$ cat config.mk
export PLATFORM = sky130hd
export DESIGN_NAME = sad_accum_4b
export DESIGN_NICKNAME = d
export VERILOG_FILES = /design/src/rtl/absdiff_pkg.sv /design/src/rtl/absdiff_unit_4b.sv /design/src/rtl/gt_cmp_4b.sv /design/src/rtl/sad_accum_4b.sv
export SDC_FILE = /design/constraint.sdc
export NUM_CORES = 1
export LEC_CHECK = 0
export BUFFER_PORTS_ARGS = -buffer_cell sky130_fd_sc_hd__buf_2
export CORE_ASPECT_RATIO = 1.25
export CORE_MARGIN = 2
export CORE_UTILIZATION = 54
export CTS_CLUSTER_DIAMETER = 50
export CTS_CLUSTER_SIZE = 28
export DETAILED_ROUTE_END_ITERATION = 10
export PLACE_DENSITY = 0.81
export SETUP_SLACK_MARGIN = 0.3
export SLEW_MARGIN = 15
export SYNTH_ARGS = -nofsm -noshare
export SYNTH_HDL_FRONTEND = slang
export SYNTH_SLANG_ARGS = --single-unit
$ cat constraint.sdc
create_clock -name clk -period 3.3 [get_ports clk]
set_input_delay 0.33 -clock clk [delete_from_list [all_inputs] [get_ports clk]]
set_output_delay 0.33 -clock clk [all_outputs]
set_load 0.01 [all_outputs]
$ cat src/rtl/absdiff_pkg.sv
// Shared types and widths for the absdiff datapath.
// Latency: n/a (declarations only).
// Backpressure: n/a.
package absdiff_pkg;

  // Block controller states: collecting pairs, or holding a finished result.
  typedef enum logic {
    ACCUM = 1'b0,
    DONE  = 1'b1
  } state_t;

  localparam int OPND_W = 4;  // operand width
  localparam int SUM_W  = 8;  // block sum width (max 15 * 16 = 240)
  localparam int GTC_W  = 5;  // greater-than count width (0..16)
  localparam int CNT_W  = 4;  // pairs-accepted counter width (0..15)

endpackage

$ cat src/rtl/absdiff_unit_4b.sv
// Absolute difference of two 4-bit unsigned operands plus the in0 > in1 flag.
// Latency: combinational.
// Backpressure: none (pure logic).
// Ports: in0, in1 (operands) -> gt (in0 > in1), diff (|in0 - in1|).
module absdiff_unit_4b
  import absdiff_pkg::*;
(
  input  logic [OPND_W-1:0] in0,
  input  logic [OPND_W-1:0] in1,
  output logic              gt,
  output logic [OPND_W-1:0] diff
);

  logic [OPND_W-1:0] sub_ab;
  logic [OPND_W-1:0] sub_ba;

  gt_cmp_4b u_gt_cmp (
    .a  (in0),
    .b  (in1),
    .gt (gt)
  );

  // Both directions are computed; the comparator picks the one that cannot
  // wrap. Equal operands take the in1 - in0 leg, which is also zero.
  assign sub_ab = in0 - in1;
  assign sub_ba = in1 - in0;
  assign diff   = gt ? sub_ab : sub_ba;

endmodule

$ cat src/rtl/gt_cmp_4b.sv
// 4-bit unsigned greater-than comparator.
// Latency: combinational.
// Backpressure: none (pure logic).
// Ports: a, b (operands) -> gt = (a > b).
module gt_cmp_4b
  import absdiff_pkg::*;
(
  input  logic [OPND_W-1:0] a,
  input  logic [OPND_W-1:0] b,
  output logic              gt
);

  assign gt = (a > b);

endmodule

$ cat src/rtl/sad_accum_4b.sv
// Streaming SAD engine: sums |in0 - in1| over NUM_PAIRS pairs and counts in0 > in1.
// Latency: result valid the cycle after the edge that accepts the last pair.
// Backpressure: in_rdy drops while a result waits; result held until out_rdy.
// Ports: clk, rst_n (sync, active-low); in_val/in_rdy/in0/in1 operand stream;
//        out_val/out_rdy/out_sum/out_gt_cnt block result stream.
module sad_accum_4b
  import absdiff_pkg::*;
#(
  parameter int NUM_PAIRS = 8
) (
  input  logic              clk,
  input  logic              rst_n,
  input  logic              in_val,
  output logic              in_rdy,
  input  logic [OPND_W-1:0] in0,
  input  logic [OPND_W-1:0] in1,
  output logic              out_val,
  input  logic              out_rdy,
  output logic [SUM_W-1:0]  out_sum,
  output logic [GTC_W-1:0]  out_gt_cnt
);

  localparam logic [CNT_W-1:0] LAST_IDX = CNT_W'(NUM_PAIRS - 1);

  state_t            state, state_nxt;
  logic [SUM_W-1:0]  acc, acc_nxt;
  logic [GTC_W-1:0]  gtc, gtc_nxt;
  logic [CNT_W-1:0]  cnt, cnt_nxt;

  logic              gt;
  logic [OPND_W-1:0] diff;
  logic              in_fire;
  logic              out_fire;

  absdiff_unit_4b u_absdiff (
    .in0  (in0),
    .in1  (in1),
    .gt   (gt),
    .diff (diff)
  );

  // Ready depends only on state and reset, never on in_val, so upstream can
  // compute valid from ready without a loop.
  assign in_rdy   = rst_n && (state == ACCUM);
  assign out_val  = (state == DONE);
  assign in_fire  = in_val && in_rdy;
  assign out_fire = out_val && out_rdy;

  // Result ports are zero outside DONE so nothing stale leaks downstream.
  assign out_sum    = (state == DONE) ? acc : '0;
  assign out_gt_cnt = (state == DONE) ? gtc : '0;

  always_comb begin
    state_nxt = state;
    acc_nxt   = acc;
    gtc_nxt   = gtc;
    cnt_nxt   = cnt;
    case (state)
      ACCUM: begin
        if (in_fire) begin
          acc_nxt = acc + {{(SUM_W-OPND_W){1'b0}}, diff};
          gtc_nxt = gtc + {{(GTC_W-1){1'b0}}, gt};
          // Wraps to 0 on the 16th pair; cleared on out_fire regardless.
          cnt_nxt = cnt + 1'b1;
          if (cnt == LAST_IDX) begin
            state_nxt = DONE;
          end
        end
      end
      DONE: begin
        if (out_fire) begin
          acc_nxt   = '0;
          gtc_nxt   = '0;
          cnt_nxt   = '0;
          state_nxt = ACCUM;
        end
      end
      default: begin
        state_nxt = ACCUM;
      end
    endcase
  end

  always_ff @(posedge clk) begin
    if (!rst_n) begin
      state <= ACCUM;
      acc   <= '0;
      gtc   <= '0;
      cnt   <= '0;
    end else begin
      state <= state_nxt;
      acc   <= acc_nxt;
      gtc   <= gtc_nxt;
      cnt   <= cnt_nxt;
    end
  end

endmodule
* Word-level counts from Yosys, hierarchy flattened
Cells that the tools add are included.
Storage, ports and cells: output and inout port bits 15, flip-flop bits (word level) 18, word-level logic and storage cells 34, input port bits 12
Cells by class: reductions and logical operators 4, bitwise operators 1, $lt $le $gt $ge 1, equality and inequality tests 3, add/subtract/negate cells 5, mux-type cells 16
Operators with widths (number):
- 8-bit two-way mux | 3
- 8-bit one-hot mux with 2 select lines | 1
- 5-bit two-way mux | 3
- 4-bit two-way mux | 3
- 5-bit one-hot mux with 2 select lines | 1
- 8-bit by 4-bit adder with 8-bit output | 1
- 4-bit one-hot mux with 2 select lines | 1
- 4-bit subtractor | 2
- 5-bit by 1-bit adder with 5-bit output | 1
- 4-bit by 1-bit adder with 4-bit output, second input constant | 1
- 4-bit by 3-bit equality test with 1-bit output, second input constant | 1
- 4-bit greater-than comparator | 1
- 1-bit logical AND | 3
- 1-bit two-way mux | 3
- 2-bit by 1-bit inequality test with 1-bit output, second input constant | 1
- 2-bit inequality test, second input constant | 1
- 1-bit one-hot mux with 2 select lines | 1
- 2-bit AND reduction | 1
- 1-bit inverter | 1

* Depth between registers and ports, before layout
Gate-level depths: netlist of the first run.
depth after elaboration 5, mapped depth 13, mapped depth without buffers 13

* Cells and area by module
A second synthesis of the first run with hierarchy kept.
Unflattened totals: cells, all modules 153, area, all modules 1327.5 um^2
Modules (own cells, without submodules):
- sad_accum_4b | sequential area each 360.3 um^2, instances 1, cells an instance 113, area an instance 999.7 um^2
- absdiff_unit_4b | sequential area each 0.0 um^2, instances 1, cells an instance 27, area an instance 229.0 um^2
- gt_cmp_4b | sequential area each 0.0 um^2, instances 1, cells an instance 13, area an instance 98.8 um^2

* Least setup slack after synthesis of the first run
No wires, ideal clock.
path kind in2reg, start point in in0[0], end point reg acc[6], path buffers 0, library setup time 0.072 ns, cell stages on the path 13, data required time 3.228 ns, setup slack 0.556 ns, arrival time 2.672 ns, cell sequence inv_1 ha_1 inv_1 fa_1 a211oi_1 nor3_2 mux2_2 inv_1 fa_1 nor2b_1 o21ai_0 a211oi_1 mux2i_1
On the way: word-level cells in the longest chain between the ends 5, elaborated cells on any way between the ends 7, classes of those cells add/sub: 3; order compare: 1; mux: 3
RTL lines:
- start: declaration | line sad_accum_4b.sv:15 | input logic [OPND_W-1:0] in0,
- 4-bit subtractor (tied with other cells) | line absdiff_unit_4b.sv:26 | assign sub_ba = in1 - in0;
- 4-bit two-way mux * | line absdiff_unit_4b.sv:27 | assign diff = gt ? sub_ab : sub_ba;
- 8-bit by 4-bit adder with 8-bit output * | line sad_accum_4b.sv:61 | acc_nxt = acc + {{(SUM_W-OPND_W){1'b0}}, diff};
- 8-bit two-way mux * | line sad_accum_4b.sv:60 | if (in_fire) begin
- 8-bit one-hot mux with 2 select lines * | line sad_accum_4b.sv:58 | case (state)
- end signal: assignment | line sad_accum_4b.sv:92 | acc <= acc_nxt;
- end: declaration | line sad_accum_4b.sv:26 | logic [SUM_W-1:0] acc, acc_nxt;
Mark *: on every way between the ends. The rest lies on a longest branch, timed or not. The select of a mux whose other input is x is not followed. A chain may end at the register's enable or synchronous reset.

* Final worst setup path of the first run
Same ends and word-level chain as after synthesis.

==> qor.tcl, run 1 <==
set qor(status) {complete, no violations}
set qor(final_max_slew_viol_count) 0
set qor(fin_crit_sh_pct) 86.6
set qor(die_area_um2) 2880
set qor(amount_of_wire_on_met3_after_detailed_routing_um) 102
set qor(final_cell_area_um2) 1500
set qor(clockRootBuffer) {sky130_fd_sc_hd__clkbuf_4}
set qor(holdPathStages) 3
set qor(total_number_of_clock_tree_sinks) 18
set qor(cp.buffers_inverters) 4
set qor(final_layout_size_suffix_gt1_share_pct) 20.0
set qor(core-area_um2) 2380
set qor(worstPathCellList) {buf_2, inv_1, ha_1, inv_1, fa_1, a211oi_1, nor3_2, mux2_2, inv_1, fa_1, nor2b_1, o21ai_0, a211oi_1, mux2i_1}
set qor(worst-slew-pin-transition_ns) 0.618
set qor(dpl-instance-area_um2) 1460
set qor(insertedDiodeCount) 0
set qor(num-nets-final) 205
set qor(firstDrtPassIters) 5
set qor(cts.htree.levels) 1
set qor(synthFlopType) {sky130_fd_sc_hd__dfxtp_1}
set qor(wirelength_met1_um) 1090
set qor(tritoncts) {built}
set qor(critical_path.startpoint_type) {primary input}
set qor(min-delay-path-class) {in -> reg}
set qor(cpLargestDelayFamily) {adder cells}
set qor(power-per-cell-area_nw_per_um2) 352
set qor(worst_ep_required_time_ns) 3.53
set qor(synth_nets) 180
set qor(setup_total_negative_slack_ns) 0
set qor(clkSlewWorstSetupHoldPaths_ns) 0.10
set qor(utilization_pct) 62.9
set qor(initial_core_util_pct) 55.9
set qor(synth-seq-cells) 18
set qor(ys_top_cells_by_area) {sky130_fd_sc_hd__dfxtp_1 (27%), sky130_fd_sc_hd__ha_1 (13%), sky130_fd_sc_hd__and2_1 (6.6%)}
set qor(synth.cell_area_um2) 1330
set qor(slowest_stage) {sky130_fd_sc_hd__fa_1}
set qor(synth-edff-count) 0
set qor(clock_power_share_pct) 26.7
set qor(gp_routability_congestion) 0.811
set qor(clk_path_buf_depth) 2
set qor(relative_contribution_of_sequential_cells_to_total_power_pct) 45.2
set qor(fmax_mhz) 350
set qor(area.growth.synth_to_final_pct) 12.6
set qor(placement.io_buffers) 26
set qor(cts.repair.resized) 0
set qor(num_rows) 20
set qor(combPwrFrac_pct) 28.1
set qor(final_critical_path_setup_slack_ns) 0.444
set qor(critical_path_peak_fanout) 4
set qor(count_of_hold_fix_buffers_inserted_at_cts) 0
set qor(static-leakage-power_uw) 0.000700
set qor(grt_setup_unrepaired) {false}
set qor(fillers) 213
set qor(grt_start_max_net_pins) 20
set qor(hold_slack_ns) 0.316
set qor(antenna_found_initial) 0
set qor(insertion_delay_ns) 0.30
set qor(yosysUniqueCellTypes) 40
set qor(routed_wl_um) 2840
set qor(synthesis.area_per_instance_um2) 8.80
set qor(synth_top_area_share_pct) 27.1
set qor(drv_cap) 0
set qor(die_width_um) 48.4
set qor(post_cts_buffers) 0
set qor(total_routing_usage_reported_by_global_routing_pct) 21.2
set qor(dp_worst_setup_slack_ns) 0.169
set qor(top_level_ports) 27
set qor(total_switching_power_uw) 167
set qor(grt_pass1_wl_um) 4750
set qor(critical_path.max_stage_delay_ns) 0.43
set qor(fin_worst_skew_ns) 0.00852
set qor(ant_nets) 0
set qor(dr_total_vias) 1154
set qor(crit_arrival_ns) 3.09
set qor(die_h_um) 59.5
set qor(postSynthCellCount) 151
set qor(cp.depth) 14
set qor(cp-end-kind) {register}
set qor(hold_viol) 0
set qor(final_period_minus_worst_setup_slack_ns) 2.86
set qor(path_common_cell) {sky130_fd_sc_hd__inv_1}
set qor(worst_r2r_path_depth) 7
set qor(vdd_drop_max_uv) 227
set qor(first_iter_violations) 28
set qor(synth_sequential_area_ratio_pct) 27.1
set qor(synth.largest_area_cell) {sky130_fd_sc_hd__dfxtp_1}
set qor(wl_per_cell_um) 13.7
set qor(timing.max_slew.rel_slack_pct) 58.8
set qor(asyncSetResetFlopFracSynth_pct) 0
set qor(hpwlAfterDp_um) 2220
set qor(power.switching_fraction_pct) 31.6
set qor(topRoutingLayerUsed) {met4}
set qor(setup_violations) 0
set qor(grt_remaining_overflow) 0
set qor(met2RoutedLength_um) 1570
set qor(power.internal_uw) 360
set qor(cts_bufs_inserted) 3
set qor(ys_warn_count) 0
set qor(grt_pass1_vias) 1104
set qor(critPathKind) {in -> reg}
set qor(post_drt_via_cell_ratio) 5.55
set qor(remaining_drc_errors) 0
## cells in the final DEF, fill, tap and decap left out, types with 6 or more instances in the layout
cell type	n
sky130_fd_sc_hd__nor2b_1	6
sky130_fd_sc_hd__ha_1	14
sky130_fd_sc_hd__o21ai_0	7
sky130_fd_sc_hd__nand2_1	6
sky130_fd_sc_hd__and2_1	14
sky130_fd_sc_hd__dfxtp_1	18
sky130_fd_sc_hd__inv_1	15
sky130_fd_sc_hd__buf_2	26
sky130_fd_sc_hd__nor2_1	7
## power groups by stage
stage	registers [uW]	logic (uW)	clock network [uW]
after floorplan	240	111	0
after global placement	242	134	0
after detailed placement	243	146	0
after CTS	238	147	141
after global routing	241	164	147
final	238	148	141
## through the flow
stage / total power [uW] / instances
final: 527 / 208
after global routing: 551 / 208
after CTS: 526 / 208
after detailed placement: 389 / 204
after global placement: 376 / 204
after floorplan: 351 / 151
## layer usage
layer / global-route usage (%) / vias to the layer above
met3: 2.02 / 8
met2: 42.5 / 40
met5: 0 / -
met1: 21.3 / 538
li1: - / 568
met4: 12.7 / 0
## cell usage after synthesis (all sizes together) (4+ instances only)
| cell | number |
|---|---|
| ha | 14 |
| and2 | 14 |
| xor2 | 5 |
| inv | 15 |
| a21oi | 6 |
| a211oi | 4 |
| nand2 | 6 |
| a22oi | 5 |
| buf | 4 |
| nor2 | 8 |
| dfxtp | 18 |
| nor2b | 6 |
| o21ai | 10 |
## worst min-delay path: cells and delay by family
family | cells | cell delay (ns)
buffers and inverters | 1 | 0.09
and+or+nand+nor | 1 | 0.08
AOI/OAI and AO/OA | 1 | 0.06
## path summary, 6_finish.rpt
kind,slack (ns),endpoint,startpoint
max reg2reg,1.33,acc[6],acc[0]
max,0.44,acc[6],in0[0]
min reg2reg,0.50,acc[6],acc[6]
min,0.32,out_val,out_rdy
## cell type report
cell class | count | area, um2 | area share (%)
inverters | 15 | 56.3 | 3.76
repair buffers | 26 | 130 | 8.70
multi-input cells | 112 | 872 | 58.3
well taps | 33 | 41.3 | 2.76
flip-flops and latches | 18 | 360 | 24.1
clock buffers | 4 | 36.3 | 2.42
## flip-flops by register name, summed over array words and instances, names as in the netlist
name,cells
gtc,5
out_val,1
cnt,4
acc,8
## kinds of logic (layout without fill, tap and decap cells)
| family | Yosys count | count (layout) | synth area share [%] |
|---|---|---|---|
| adders and majority gates | 17 | 17 | 17.7 |
| buffers and inverters | 21 | 45 | 7.25 |
| DFF | 18 | 18 | 27.1 |
| and+or+nand+nor | 47 | 47 | 21.2 |
| muxes | 4 | 4 | 3.11 |
| AOI/OAI and AO/OA | 36 | 36 | 18.4 |
| xor gates and xnor gates | 8 | 8 | 5.27 |
Power figures use the tool's default switching activity.
==> run 2: changes to the inputs <==
--- a/config.mk
+++ b/config.mk
@@ -8,11 +8,11 @@
 export BUFFER_PORTS_ARGS = -buffer_cell sky130_fd_sc_hd__buf_2
 export CORE_ASPECT_RATIO = 1.25
 export CORE_MARGIN = 2
-export CORE_UTILIZATION = 54
+export CORE_UTILIZATION = 55
 export CTS_CLUSTER_DIAMETER = 50
 export CTS_CLUSTER_SIZE = 28
 export DETAILED_ROUTE_END_ITERATION = 10
-export PLACE_DENSITY = 0.81
+export PLACE_DENSITY = 0.82
 export SETUP_SLACK_MARGIN = 0.3
 export SLEW_MARGIN = 15
 export SYNTH_ARGS = -nofsm -noshare
==> constraint.sdc (replaced) <==
create_clock -name clk -period 3.5 [get_ports clk]
set_input_delay 0.35 -clock clk [delete_from_list [all_inputs] [get_ports clk]]
set_output_delay 0.35 -clock clk [all_outputs]
set_load 0.01 [all_outputs]
==> run 2 against run 1 <==
  * Critical endpoint unchanged
  * Via count is 4.1% lower
  * Design area decreased by 0.17%
  * Worst setup slack improved by 0.20 ns
  * Register-to-register slack improved by 0.24 ns
  * Global-route usage decreased by 1.3 points
==> qor.tcl, run 2 (same netlist as run 1, synthesis figures left out) <==
set qor(die_h_um) 59.0
set qor(clockRootBuffer) {sky130_fd_sc_hd__clkbuf_4}
set qor(final_layout_size_suffix_gt1_share_pct) 20.0
set qor(grt_pass1_wl_um) 4130
set qor(regMostFlops) {acc}
set qor(final_critical_path_setup_slack_ns) 0.648
set qor(firstDrtPassIters) 4
set qor(hpwlAfterDp_um) 2000
set qor(timing.max_slew.rel_slack_pct) 59.5
set qor(setup_violations) 0
set qor(path_common_cell) {sky130_fd_sc_hd__inv_1}
set qor(critical_path.startpoint_type) {primary input}
set qor(final_period_minus_worst_setup_slack_ns) 2.85
set qor(most_frequent_cells_in_the_layout) {sky130_fd_sc_hd__buf_2 (26), sky130_fd_sc_hd__dfxtp_1 (18), sky130_fd_sc_hd__inv_1 (15), sky130_fd_sc_hd__and2_1 (14), sky130_fd_sc_hd__ha_1 (14)}
set qor(static-leakage-power_uw) 0.000700
set qor(grt_start_max_net_pins) 20
set qor(setup_total_negative_slack_ns) 0
set qor(slowest_stage) {sky130_fd_sc_hd__fa_1}
set qor(die_width_um) 48.0
set qor(footprint_of_the_multi_input_gates_um2) 872
set qor(wl_per_cell_um) 12.1
set qor(flip_flop_count_of_the_largest_register_all_copies_and_words_added) 8
set qor(placement.io_buffers) 26
set qor(status) {complete, no violations}
set qor(fillers) 207
set qor(power-per-cell-area_nw_per_um2) 324
set qor(num_rows) 19
set qor(count_of_hold_fix_buffers_inserted_at_cts) 0
set qor(grt_remaining_overflow) 0
set qor(hold_viol) 0
set qor(clk_path_buf_depth) 2
set qor(antenna_found_initial) 0
set qor(top_level_ports) 27
set qor(critical_path.max_stage_delay_ns) 0.43
set qor(worst-slew-pin-transition_ns) 0.607
set qor(total_number_of_clock_tree_sinks) 18
set qor(core-area_um2) 2230
set qor(final_common_cell) {sky130_fd_sc_hd__buf_2}
set qor(first_iter_violations) 22
set qor(worst_ep_required_time_ns) 3.73
set qor(final_max_slew_viol_count) 0
set qor(ant_nets) 0
set qor(dr_total_vias) 1107
set qor(post_drt_via_cell_ratio) 5.37
set qor(insertedDiodeCount) 0
set qor(min-delay-path-class) {in -> reg}
set qor(area.growth.synth_to_final_pct) 12.4
set qor(critical_path_peak_fanout) 4
set qor(insertion_delay_ns) 0.29
set qor(cts_bufs_inserted) 3
set qor(grt_setup_unrepaired) {false}
set qor(dp_worst_setup_slack_ns) 0.376
set qor(post-place-cells) 202
set qor(total_routing_usage_reported_by_global_routing_pct) 19.9
set qor(gp_routability_congestion) 0.838
set qor(layout_top_registers) {acc (8), gtc (5), cnt (4)}
set qor(vdd_drop_max_uv) 215
set qor(cp-end-kind) {register}
set qor(die_area_um2) 2830
set qor(tritoncts) {built}
set qor(clkSlewWorstSetupHoldPaths_ns) 0.10
set qor(cts.htree.levels) 1
set qor(critPathKind) {in -> reg}
set qor(fin_crit_sh_pct) 81.5
set qor(register_area_um2) 360
set qor(fmax_mhz) 351
set qor(routed_wl_um) 2480
set qor(final_standard_cell_count_with_taps_included_and_fillers_excluded) 206
set qor(grt_pass1_vias) 1013
set qor(remaining_drc_errors) 0
set qor(cts.repair.resized) 0
set qor(post_cts_buffers) 0
set qor(final_cell_area_um2) 1490
set qor(crit_arrival_ns) 3.08
set qor(utilization_pct) 66.9
set qor(dpl-instance-area_um2) 1460
set qor(initial_core_util_pct) 59.5
set qor(drv_cap) 0
set qor(fin_worst_skew_ns) 0.00232
set qor(worstPathCellList) {buf_2, inv_1, ha_1, inv_1, fa_1, a211oi_1, nor3_2, mux2_2, inv_1, fa_1, nor2b_1, o21ai_0, a211oi_1, mux2i_1}
set qor(num-nets-final) 205
==> run 2: cell counts in the layout (fill, tap and decap cells not counted) <==
No cell type changed its count.
==> run 2: per-layer routing <==
metal / global-route usage (%) / share of wire (%) / vias to the layer above
li1: - / - / 565
met4: 8.49 / 1.7 / 0
met3: 1.84 / 3.1 / 4
met2: 36.2 / 53 / 23
met5: 0 / 0 / -
met1: 22.1 / 43 / 515
==> run 2: worst max-delay path, delay by kind of cell <==
kind	cells	cell delay, ns
muxes	2	0.46
AOI/OAI and AO/OA	3	0.77
adders and majority gates	3	0.98
and+or+nand+nor	2	0.25
buffers and inverters	4	0.26
==> run 2: cell type report <==
class                   count  share of cell area, %
clock buffers               4                   2.43
inverters                  15                   3.77
multi-input cells         112                   58.4
flip-flops and latches     18                   24.1
well taps                  31                   2.60
repair buffers             26                   8.71
==> run 2: power by group <==
part / internal [uW] / switching [uW] / total [uW] / leakage (uW)
combinational: 60.3 / 73.2 / 134 / 0.000533
sequential: 215 / 9.01 / 224 / 0.000146
clock: 63.3 / 63.1 / 126 / 0.0000210
==> run 2: per-stage QoR <==
step | total power [uW] | hold slack (ns)
2_1_floorplan | 331 | 0.447
3_3_place_gp | 357 | 0.465
3_5_place_dp | 362 | 0.475
4_1_cts | 487 | 0.346
5_1_grt | 515 | 0.348
6_report | 484 | 0.345
==> run 2: final timing paths <==
| kind | start | endpoint | slack, ns | depth (start not counted) |
|---|---|---|---|---|
| min | out_rdy | out_val | 0.34 | 3 |
| max reg2reg | acc[0] | acc[6] | 1.57 | 7 |
| max | in0[0] | acc[6] | 0.65 | 14 |
| min reg2reg | acc[6] | acc[6] | 0.49 | 2 |
==> run 3: changes to the inputs <==
--- a/config.mk
+++ b/config.mk
@@ -8,11 +8,11 @@
 export BUFFER_PORTS_ARGS = -buffer_cell sky130_fd_sc_hd__buf_2
 export CORE_ASPECT_RATIO = 1.25
 export CORE_MARGIN = 2
-export CORE_UTILIZATION = 55
+export CORE_UTILIZATION = 54
 export CTS_CLUSTER_DIAMETER = 50
 export CTS_CLUSTER_SIZE = 28
 export DETAILED_ROUTE_END_ITERATION = 10
-export PLACE_DENSITY = 0.82
+export PLACE_DENSITY = 0.81
 export SETUP_SLACK_MARGIN = 0.3
 export SLEW_MARGIN = 15
 export SYNTH_ARGS = -nofsm -noshare
==> constraint.sdc (replaced) <==
create_clock -name clk -period 2.79 [get_ports clk]
set_input_delay 0.279 -clock clk [delete_from_list [all_inputs] [get_ports clk]]
set_output_delay 0.279 -clock clk [all_outputs]
set_load 0.01 [all_outputs]
==> run 3 against run 2 <==
  * First-iteration DRC count is 59% lower
  * Final cell count up 3.4%
  * Design area up 12%
  * Highest routed layer unchanged
  * Clock skew rose by 0.00079 ns
==> qor.tcl, run 3 (same netlist as run 1, synthesis figures left out) <==
set qor(worst_ep_required_time_ns) 3.03
set qor(setup_total_negative_slack_ns) 0
set qor(hold_viol) 0
set qor(initial_core_util_pct) 55.9
set qor(gp_routability_congestion) 0.794
set qor(grt_pass1_wl_um) 4460
set qor(post-place-cells) 206
set qor(total_number_of_clock_tree_sinks) 18
set qor(die_h_um) 59.5
set qor(routed_wl_um) 2700
set qor(final_period_minus_worst_setup_slack_ns) 2.38
set qor(final_critical_path_setup_slack_ns) 0.409
set qor(area.growth.synth_to_final_pct) 25.6
set qor(layout_top_registers) {acc (8), gtc (5), cnt (4)}
set qor(ant_nets) 0
set qor(final_max_slew_viol_count) 0
set qor(vdd_drop_max_uv) 270
set qor(cp-end-kind) {register}
set qor(num-nets-final) 210
set qor(hpwlAfterDp_um) 2050
set qor(clkSlewWorstSetupHoldPaths_ns) 0.10
set qor(fin_worst_skew_ns) 0.00311
set qor(insertedDiodeCount) 0
set qor(top_level_ports) 27
set qor(fmax_mhz) 420
set qor(critical_path.max_stage_delay_ns) 0.36
set qor(tritoncts) {built}
set qor(insertion_delay_ns) 0.30
set qor(critical_path_peak_fanout) 4
set qor(cts_bufs_inserted) 3
set qor(worst-slew-pin-transition_ns) 0.610
set qor(flip_flop_count_of_the_largest_register_all_copies_and_words_added) 8
set qor(critPathKind) {in -> reg}
set qor(path_common_cell) {sky130_fd_sc_hd__mux2i_1}
set qor(antenna_found_initial) 0
set qor(dr_total_vias) 1156
set qor(cts.htree.levels) 1
set qor(slowest_stage) {sky130_fd_sc_hd__fa_2}
set qor(clk_path_buf_depth) 2
set qor(grt_start_max_net_pins) 20
set qor(fin_crit_sh_pct) 85.4
set qor(critical_path.startpoint_type) {primary input}
set qor(grt_remaining_overflow) 0
set qor(grt_setup_unrepaired) {true}
set qor(firstDrtPassIters) 4
set qor(crit_arrival_ns) 2.62
set qor(worstPathCellList) {buf_12, inv_12, ha_4, inv_2, fa_2, a211oi_4, nor3_4, mux2i_1, xnor2_1, ha_1, nor2b_4, o21ai_4, a211oi_2, mux2i_1}
set qor(timing.max_slew.rel_slack_pct) 59.3
set qor(grt_pass1_vias) 1093
set qor(min-delay-path-class) {in -> reg}
set qor(setup_violations) 0
set qor(dp_worst_setup_slack_ns) -0.0400
set qor(power-per-cell-area_nw_per_um2) 423
set qor(dpl-instance-area_um2) 1550
set qor(wl_per_cell_um) 12.7
set qor(final_cell_area_um2) 1670
set qor(total_routing_usage_reported_by_global_routing_pct) 20.1
set qor(static-leakage-power_uw) 0.000747
set qor(placement.io_buffers) 26
set qor(remaining_drc_errors) 0
set qor(first_iter_violations) 9
set qor(drv_cap) 0
set qor(clockRootBuffer) {sky130_fd_sc_hd__clkbuf_4}
set qor(final_layout_size_suffix_gt1_share_pct) 31.1
set qor(die_width_um) 48.4
set qor(regMostFlops) {acc}
set qor(count_of_hold_fix_buffers_inserted_at_cts) 0
set qor(most_frequent_cells_in_the_layout) {sky130_fd_sc_hd__buf_2 (25), sky130_fd_sc_hd__dfxtp_1 (18), sky130_fd_sc_hd__and2_1 (14), sky130_fd_sc_hd__inv_1 (13), sky130_fd_sc_hd__ha_1 (11)}
set qor(num_rows) 20
set qor(post_drt_via_cell_ratio) 5.43
set qor(final_standard_cell_count_with_taps_included_and_fillers_excluded) 213
set qor(final_common_cell) {sky130_fd_sc_hd__buf_2}
set qor(status) {complete, no violations}
set qor(die_area_um2) 2880
set qor(core-area_um2) 2380
## run 3: cell count changes in the layout (fill, tap and decap cells not counted), moves of 2 or more
cell and delta:
sky130_fd_sc_hd__fa_2 +2, sky130_fd_sc_hd__fa_1 -2, sky130_fd_sc_hd__buf_4 +5, sky130_fd_sc_hd__a211oi_1 -3, sky130_fd_sc_hd__o21ai_0 -3, sky130_fd_sc_hd__ha_1 -3, sky130_fd_sc_hd__a211oi_2 +2, sky130_fd_sc_hd__inv_1 -2
sky130_fd_sc_hd__o21ai_2 +2, sky130_fd_sc_hd__ha_4 +3
## run 3: what timing repair did
item,in CTS,in global routing
endpoints found under the setup margin,2,6
buffers inserted,1,2
gates cloned,0,0
pin swaps,5,6
hold endpoints to repair,0,0
gates resized for setup,3,11
## run 3: worst max-delay path, delay by kind of cell
kind | cells | cell delay, ns
AO/OA/AOI/OAI | 3 | 0.58
XOR/XNOR | 1 | 0.14
buffers and inverters | 3 | 0.18
multiplexers | 2 | 0.34
adder cells (fa/ha/maj) | 3 | 0.81
AND/OR/NAND/NOR | 2 | 0.28
## run 3: final cells by class
type	count	area [um2]
Multi-Input combinational cell	112	980
Fill cell	178	708
Sequential cell	18	360
Timing Repair Buffer	31	183
Inverter	15	68.8
Tap cell	33	41.3
Clock buffer	4	36.3
## run 3: through the flow
| step | hold slack (ns) | total power [uW] | utilization, % |
|---|---|---|---|
| after floorplan | 0.447 | 440 | - |
| after global placement | 0.467 | 483 | 65.1 |
| after detailed placement | 0.476 | 492 | 65.1 |
| after CTS | 0.266 | 668 | 67.5 |
| after global routing | 0.284 | 752 | 70.2 |
| final | 0.267 | 707 | 70.2 |
## run 3: routing by layer
layer	share of wire [%]	global-route usage, %	up-vias
met5	0	0	-
met3	3.2	2.27	9
met4	3.5	11.4	0
met1	40	20.3	539
met2	53	40.1	31
li1	-	-	577
## run 3: final timing paths
path,from,to,slack [ns],cells past startpoint
max,in0[0],acc[6],0.41,14
min,out_rdy,out_val,0.27,3
max reg2reg,out_val,acc[4],0.96,4
min reg2reg,acc[6],acc[6],0.49,2
## run 3: power breakdown
group / internal, uW / switching [uW]
clock network: 79.7 / 84.4
logic: 131 / 129
registers: 270 / 12.4
total: 481 / 226
